<file path="config.mk">
export PLATFORM = sky130hd
export DESIGN_NAME = exp_beh_fa_flat
export DESIGN_NICKNAME = d
export VERILOG_FILES = /design/src/rtl/exp_beh_fa_pkg.sv /design/src/rtl/exp_beh_fa_if.sv /design/src/rtl/exp_beh_fa_full_adder_cell.sv /design/src/rtl/exp_beh_fa.sv /design/src/flat_wrapper.sv
export SDC_FILE = /design/constraint.sdc
export NUM_CORES = 1
export LEC_CHECK = 0
export ABC_AREA = 1
export CAP_MARGIN = 20
export CORE_AREA = 8 8 45 47
export CTS_BUF_LIST = sky130_fd_sc_hd__clkbuf_2 sky130_fd_sc_hd__clkbuf_4 sky130_fd_sc_hd__clkbuf_8
export DETAILED_ROUTE_END_ITERATION = 7
export DIE_AREA = 0 0 53 55
export GPL_ROUTABILITY_DRIVEN = 0
export PLACE_DENSITY = 0.41
export SKIP_LAST_GASP = 1
export SYNTH_ARGS = -nofsm -noshare
export SYNTH_HDL_FRONTEND = slang
export SYNTH_SLANG_ARGS = --single-unit
</file>
<file path="constraint.sdc">
create_clock -name clk -period 0.8 [get_ports clk]
set_input_delay 0.16 -clock clk [delete_from_list [all_inputs] [get_ports clk]]
set_output_delay 0.16 -clock clk [all_outputs]
set_load 0.005 [all_outputs]
</file>
<file path="src/rtl/exp_beh_fa_pkg.sv">
// Shared constants for the registered ripple full adder.
// Defaults give the classic single-bit, one-cycle registered adder.
package exp_beh_fa_pkg;

  localparam int DEFAULT_WIDTH   = 1;
  localparam bit DEFAULT_REG_OUT = 1'b1;

endpackage

</file>
<file path="src/rtl/exp_beh_fa_if.sv">
// Operand/result bundle between a driver and the adder; no backpressure.
// master drives operands and valid, slave (the adder) returns sum/carry/valid.
interface exp_beh_fa_if
  import exp_beh_fa_pkg::*;
#(
  parameter int WIDTH = DEFAULT_WIDTH
);

  logic [WIDTH-1:0] A;
  logic [WIDTH-1:0] B;
  logic             Cin;
  logic             in_valid;
  logic [WIDTH-1:0] sum;
  logic             carry;
  logic             out_valid;

  modport master (
    output A, B, Cin, in_valid,
    input  sum, carry, out_valid
  );

  modport slave (
    input  A, B, Cin, in_valid,
    output sum, carry, out_valid
  );

endinterface

</file>
<file path="src/rtl/exp_beh_fa_full_adder_cell.sv">
// One-bit full adder cell; purely combinational, zero latency.
// Chained through cin/cout to form the ripple carry path.
module exp_beh_fa_full_adder_cell
  import exp_beh_fa_pkg::*;
(
  input  logic a,
  input  logic b,
  input  logic cin,
  output logic s,
  output logic cout
);

  assign s    = a ^ b ^ cin;
  assign cout = (a & b) | (a & cin) | (b & cin);

endmodule

</file>
<file path="src/rtl/exp_beh_fa.sv">
// Ripple-carry adder {carry,sum} = A + B + Cin, optional output register (1 cycle).
// No backpressure: one result per cycle; out_valid is always in_valid delayed one cycle.
module exp_beh_fa
  import exp_beh_fa_pkg::*;
#(
  parameter int WIDTH   = DEFAULT_WIDTH,
  parameter bit REG_OUT = DEFAULT_REG_OUT
)(
  input  logic         clk,
  input  logic         rst_n,
  exp_beh_fa_if.slave  io
);

  logic [WIDTH:0]   c;
  logic [WIDTH-1:0] sum_d;
  logic             carry_d;
  logic             out_valid_q;

  assign c[0] = io.Cin;

  for (genvar i = 0; i < WIDTH; i++) begin : g_cell
    exp_beh_fa_full_adder_cell u_cell (
      .a    (io.A[i]),
      .b    (io.B[i]),
      .cin  (c[i]),
      .s    (sum_d[i]),
      .cout (c[i+1])
    );
  end

  assign carry_d = c[WIDTH];

  always_ff @(posedge clk or negedge rst_n) begin
    if (!rst_n) begin
      out_valid_q <= 1'b0;
    end else begin
      out_valid_q <= io.in_valid;
    end
  end

  assign io.out_valid = out_valid_q;

  if (REG_OUT) begin : g_reg
    logic [WIDTH-1:0] sum_q;
    logic             carry_q;

    // Result holds across idle cycles so a downstream stage may sample late.
    always_ff @(posedge clk or negedge rst_n) begin
      if (!rst_n) begin
        sum_q   <= '0;
        carry_q <= 1'b0;
      end else if (io.in_valid) begin
        sum_q   <= sum_d;
        carry_q <= carry_d;
      end
    end

    assign io.sum   = sum_q;
    assign io.carry = carry_q;
  end else begin : g_comb
    assign io.sum   = sum_d;
    assign io.carry = carry_d;
  end

endmodule

</file>
<file path="src/flat_wrapper.sv">
// flat-port wrapper written by rule: the top's interface ports become plain ports
module exp_beh_fa_flat import exp_beh_fa_pkg::*;
#(
  parameter int WIDTH   = DEFAULT_WIDTH,
  parameter bit REG_OUT = DEFAULT_REG_OUT
)
  (clk, rst_n, io_A, io_B, io_Cin, io_in_valid, io_sum, io_carry, io_out_valid);
  exp_beh_fa_if #(.WIDTH(WIDTH)) io_i ();
  input  logic clk;
  input  logic rst_n;
  input wire logic [$bits(io_i.A)-1:0] io_A;
  input wire logic [$bits(io_i.B)-1:0] io_B;
  input wire logic [$bits(io_i.Cin)-1:0] io_Cin;
  input wire logic [$bits(io_i.in_valid)-1:0] io_in_valid;
  output wire logic [$bits(io_i.sum)-1:0] io_sum;
  output wire logic [$bits(io_i.carry)-1:0] io_carry;
  output wire logic [$bits(io_i.out_valid)-1:0] io_out_valid;
  assign io_i.A = io_A;
  assign io_i.B = io_B;
  assign io_i.Cin = io_Cin;
  assign io_i.in_valid = io_in_valid;
  assign io_sum = io_i.sum;
  assign io_carry = io_i.carry;
  assign io_out_valid = io_i.out_valid;
  exp_beh_fa #(.WIDTH(WIDTH), .REG_OUT(REG_OUT)) u_core (.clk(clk), .rst_n(rst_n), .io(io_i));
endmodule
</file>
# Yosys cells after proc, flatten, opt, wreduce, memory -nomap -nowiden
# Index checks and enable logic that the tools add are counted.
# word_totals
register_bits,3
input_bits,6
output_inout_bits,3
elab_cells,10
# classes
n_bitwise,7
# op_table
operator,n
bitwise AND 1 bit,3
bitwise OR 1 bit,2
bitwise XOR 1 bit,2

# Logic depth before layout (Yosys ltp)
# depth
word_depth,3
ltp_mapped,3
mapped_depth_nobuf,3

# Modules after synthesis
# Synthesis repeated with hierarchy kept, for this count alone.
# hier_totals
cells_unflattened,11
area_unflattened_um2,121.4
# by_module_without_submodules
module,instances,cells_each,area_per_inst_um2,seq_area_each_um2
exp_beh_fa,1,10,101.3,75.1
exp_beh_fa_full_adder_cell,1,1,20.0,0.0

# Worst setup path after synthesis
# No wires, ideal clock.
# synth_path
kind,input port to flip-flop
startpoint,in io_Cin
endpoint,reg u_core.g_reg.sum_q (netlist: u_core.io.sum)
setup_time_ns,0.065
arrival_ns,0.765
t_required_ns,0.735
setup_slack_ns,-0.030
path_stages,3
path_buffers,0
path_cell_list,fa_1 > nand2_1 > nand2_1
# synth_between
elab_chain_cells,1
# synth_rtl
item,line_no,source
start: declaration,flat_wrapper.sv:13,input wire logic [$bits(io_i.Cin)-1:0] io_Cin;
bitwise XOR 1 bit,exp_beh_fa_full_adder_cell.sv:13,assign s = a ^ b ^ cin;
end signal: assignment,exp_beh_fa.sv:53,sum_q <= sum_d;
end: declaration,exp_beh_fa.sv:44,logic [WIDTH-1:0] sum_q;
# Every way passes these cells.
# A chain may end at the register's enable or synchronous reset.

# Worst setup path after layout
# layout_path
startpoint,reg u_core.g_reg.carry_q (netlist: u_core.io.carry)
endpoint,out io_carry
# layout_rtl
item,line_no,source
start: declaration,exp_beh_fa.sv:45,logic carry_q;
start signal: assignment,exp_beh_fa.sv:54,carry_q <= carry_d;
end: declaration,flat_wrapper.sv:16,output wire logic [$bits(io_i.carry)-1:0] io_carry;
# No word-level cell between the ends.

==> results.txt <==
CORE AREA -> 1384 µm²
Slack of the critical path -> -0.08530 ns
DRT iter0 DRCs -> 0
Final core occ -> 17.72%
CP max stage cell -> dfrtp_1
Post-Syn Nets -> 18
Hold Crit Class -> input pin to asynchronous set/reset pin
Crit path max-delay family -> flip-flops
Clock-pin slew on the worst setup and hold paths -> 0.04 ns
Flops & latches, synth -> 3
CP Launch Point -> u_core.io.carry
CP Class -> flop to primary output
Final min period -> 0.8853 ns
Critical Path RT -> 0.64 ns
Tightest Pin Transition -> 0.1465 ns
Synth warn -> 0
Final count of hold timing violations -> 0
Full die area -> 2915 µm²
Clk root buf -> clkbuf_4
Post-synth cell types -> 4
DR vias -> 123
CP Cell Sequence -> buf_2
Gate Count Post-Synth -> 11
# IOs -> 9
Post-Route WL -> 364 µm
Global-route wire length before repair -> 586 µm
Bufs and invs on worst path -> 1
Cts bufs inserted -> 3
Power per standard cell area -> 2273 nW/µm²
Lkg Pwr -> 0.1368 nW
Clock sink count -> 3
Fin Clk Skew -> 0 ns
H-tree lvl count -> 1
Avg Vias per Cell -> 3.000
Seq/Total Area, Yosys -> 61.86%
Diodes inserted -> 0
FMAX -> 1.130 GHz
Status -> finished with violations
Nets -> 33
Count of final setup violators -> 3
Final ANT Viol Nets -> 0
Crit-path max cell delay -> 0.36 ns
Mean routed wirelength per cell -> 8.878 µm
Post-synthesis cell area -> 121.4 µm²
Largest fanout on the critical path -> 2
Initial Util -> 8.770%
Filler cells -> 153
Die Y -> 55 µm
Port bufs -> 8
Max VDD drop -> 337.7 µV
Max Cap Violations -> 0
Core Rows -> 14
Avg Cell Area, Syn -> 11.03 µm²
Dpl cells -> 35
R2r startpoint -> u_core.io.carry
Initial antenna violation count -> 0
Most common cell after layout, fill and taps aside -> nand2_1
Layout cells sized above 1 -> 48.00%
Most frequent cells in the layout -> 6 x nand2_1, 4 x clkbuf_4, 3 x buf_2, 3 x dfrtp_1
Clk_lat worst skew -> 0.23 ns
Tot GR Track Use -> 3.397%
Final Non-Filler Cells -> 41
Largest net degree at the start of global routing -> 5
Failing checks -> setup timing
Startpoint Class -> flop
Layout area overhead -> 102.1%
Drt first pass iters -> 1
DRC -> 0
Crit path arrival time -> 0.73 ns
Total grt overflow -> 0
Clock Tree Buf Depth -> 2
Endpoint class of the critical path -> primary output
CTS tree -> built
Final worst-path cycle share -> 110.7%
Slew margin rel. -> 90.22%
Unrepaired setup endpoints after global routing -> true
Fin. max-slew vios -> 0
Vias in the first global route -> 146
DIE WIDTH -> 53 µm
cell usage after synthesis:
library cell  instances  area, µm²
dfrtp_1               3      75.07
inv_1                 1      3.750
fa_1                  1      20.02
nand2_1               6      22.52
final timing paths:
kind / end / slack (ns) / cells after the start
worst min-delay path: u_core.io.sum / 0.11 / 1
max in group asynchronous: u_core.io.out_valid / 0.55 / 1
worst min register to register: u_core.io.sum / 0.54 / 3
worst max-delay path: io_carry / -0.09 / 1
worst max register to register: u_core.io.carry / 0.11 / 3
min in group clk: u_core.io.out_valid / 0.13 / 1
through the flow:
| step | cell area (µm²) | setup slack (ns) | TNS (ns) | hold WS, ns | power, mW |
|---|---|---|---|---|---|
| 2_1_floorplan | 121.4 | -0.03017 | -0.03017 | -0.1356 | 0.1969 |
| 3_3_place_gp | 221.5 | -0.4957 | -1.481 | 0.3476 | 0.2616 |
| 3_5_place_dp | 221.5 | -0.4996 | -1.518 | 0.3546 | 0.2640 |
| 4_1_cts | 252.7 | -0.09529 | -0.2604 | 0.1049 | 0.5780 |
| 5_1_grt | 245.2 | -0.1176 | -0.3221 | 0.1070 | 0.5993 |
| 6_report | 245.2 | -0.08530 | -0.2259 | 0.1078 | 0.5574 |
per-layer routing:
metal	track usage (%)	vias up	routed length (µm)
li1	-	59	-
met1	2.910	49	169
met2	3.125	11	98
met3	3.209	4	71
met4	6.466	0	25
met5	0	-	0
cell type report:
class | instances | area (µm²) | share of cell area (%)
well taps | 16 | 20.02 | 8.163
repair buffers | 10 | 73.82 | 30.10
flip-flops and latches | 3 | 75.07 | 30.61
inverters | 1 | 3.754 | 1.531
multi-input cells | 7 | 42.54 | 17.35
clock buffers | 4 | 30.03 | 12.24
flip-flops by register name, summed over array words and instances (netlist names):
name,count
u_core.io.sum,1
u_core.io.carry,1
u_core.io.out_valid,1
repair_timing:
item                       CTS  global route
setup endpoints to repair    5             5
hold buffers                 0             0
pin swaps                    1             1
buffers inserted             2             0
resized for setup           19             3
logic make-up (layout without fill, tap and decap cells):
group	Yosys count	after routing	share of synthesized area, %
adder cells (fa/ha/maj)	1	1	16.50
AND/OR/NAND/NOR	6	6	18.56
flip-flops	3	3	61.85
buffers and inverters	1	15	3.090
power breakdown:
group	total (mW)	internal [mW]	switching (mW)	leakage (nW)
clock	0.301	0.221	0.0804	0.0184
sequential	0.174	0.168	0.00587	0.0360
combinational	0.0820	0.0498	0.0322	0.0824
Note: power is estimated with default switching activity, not from simulation.
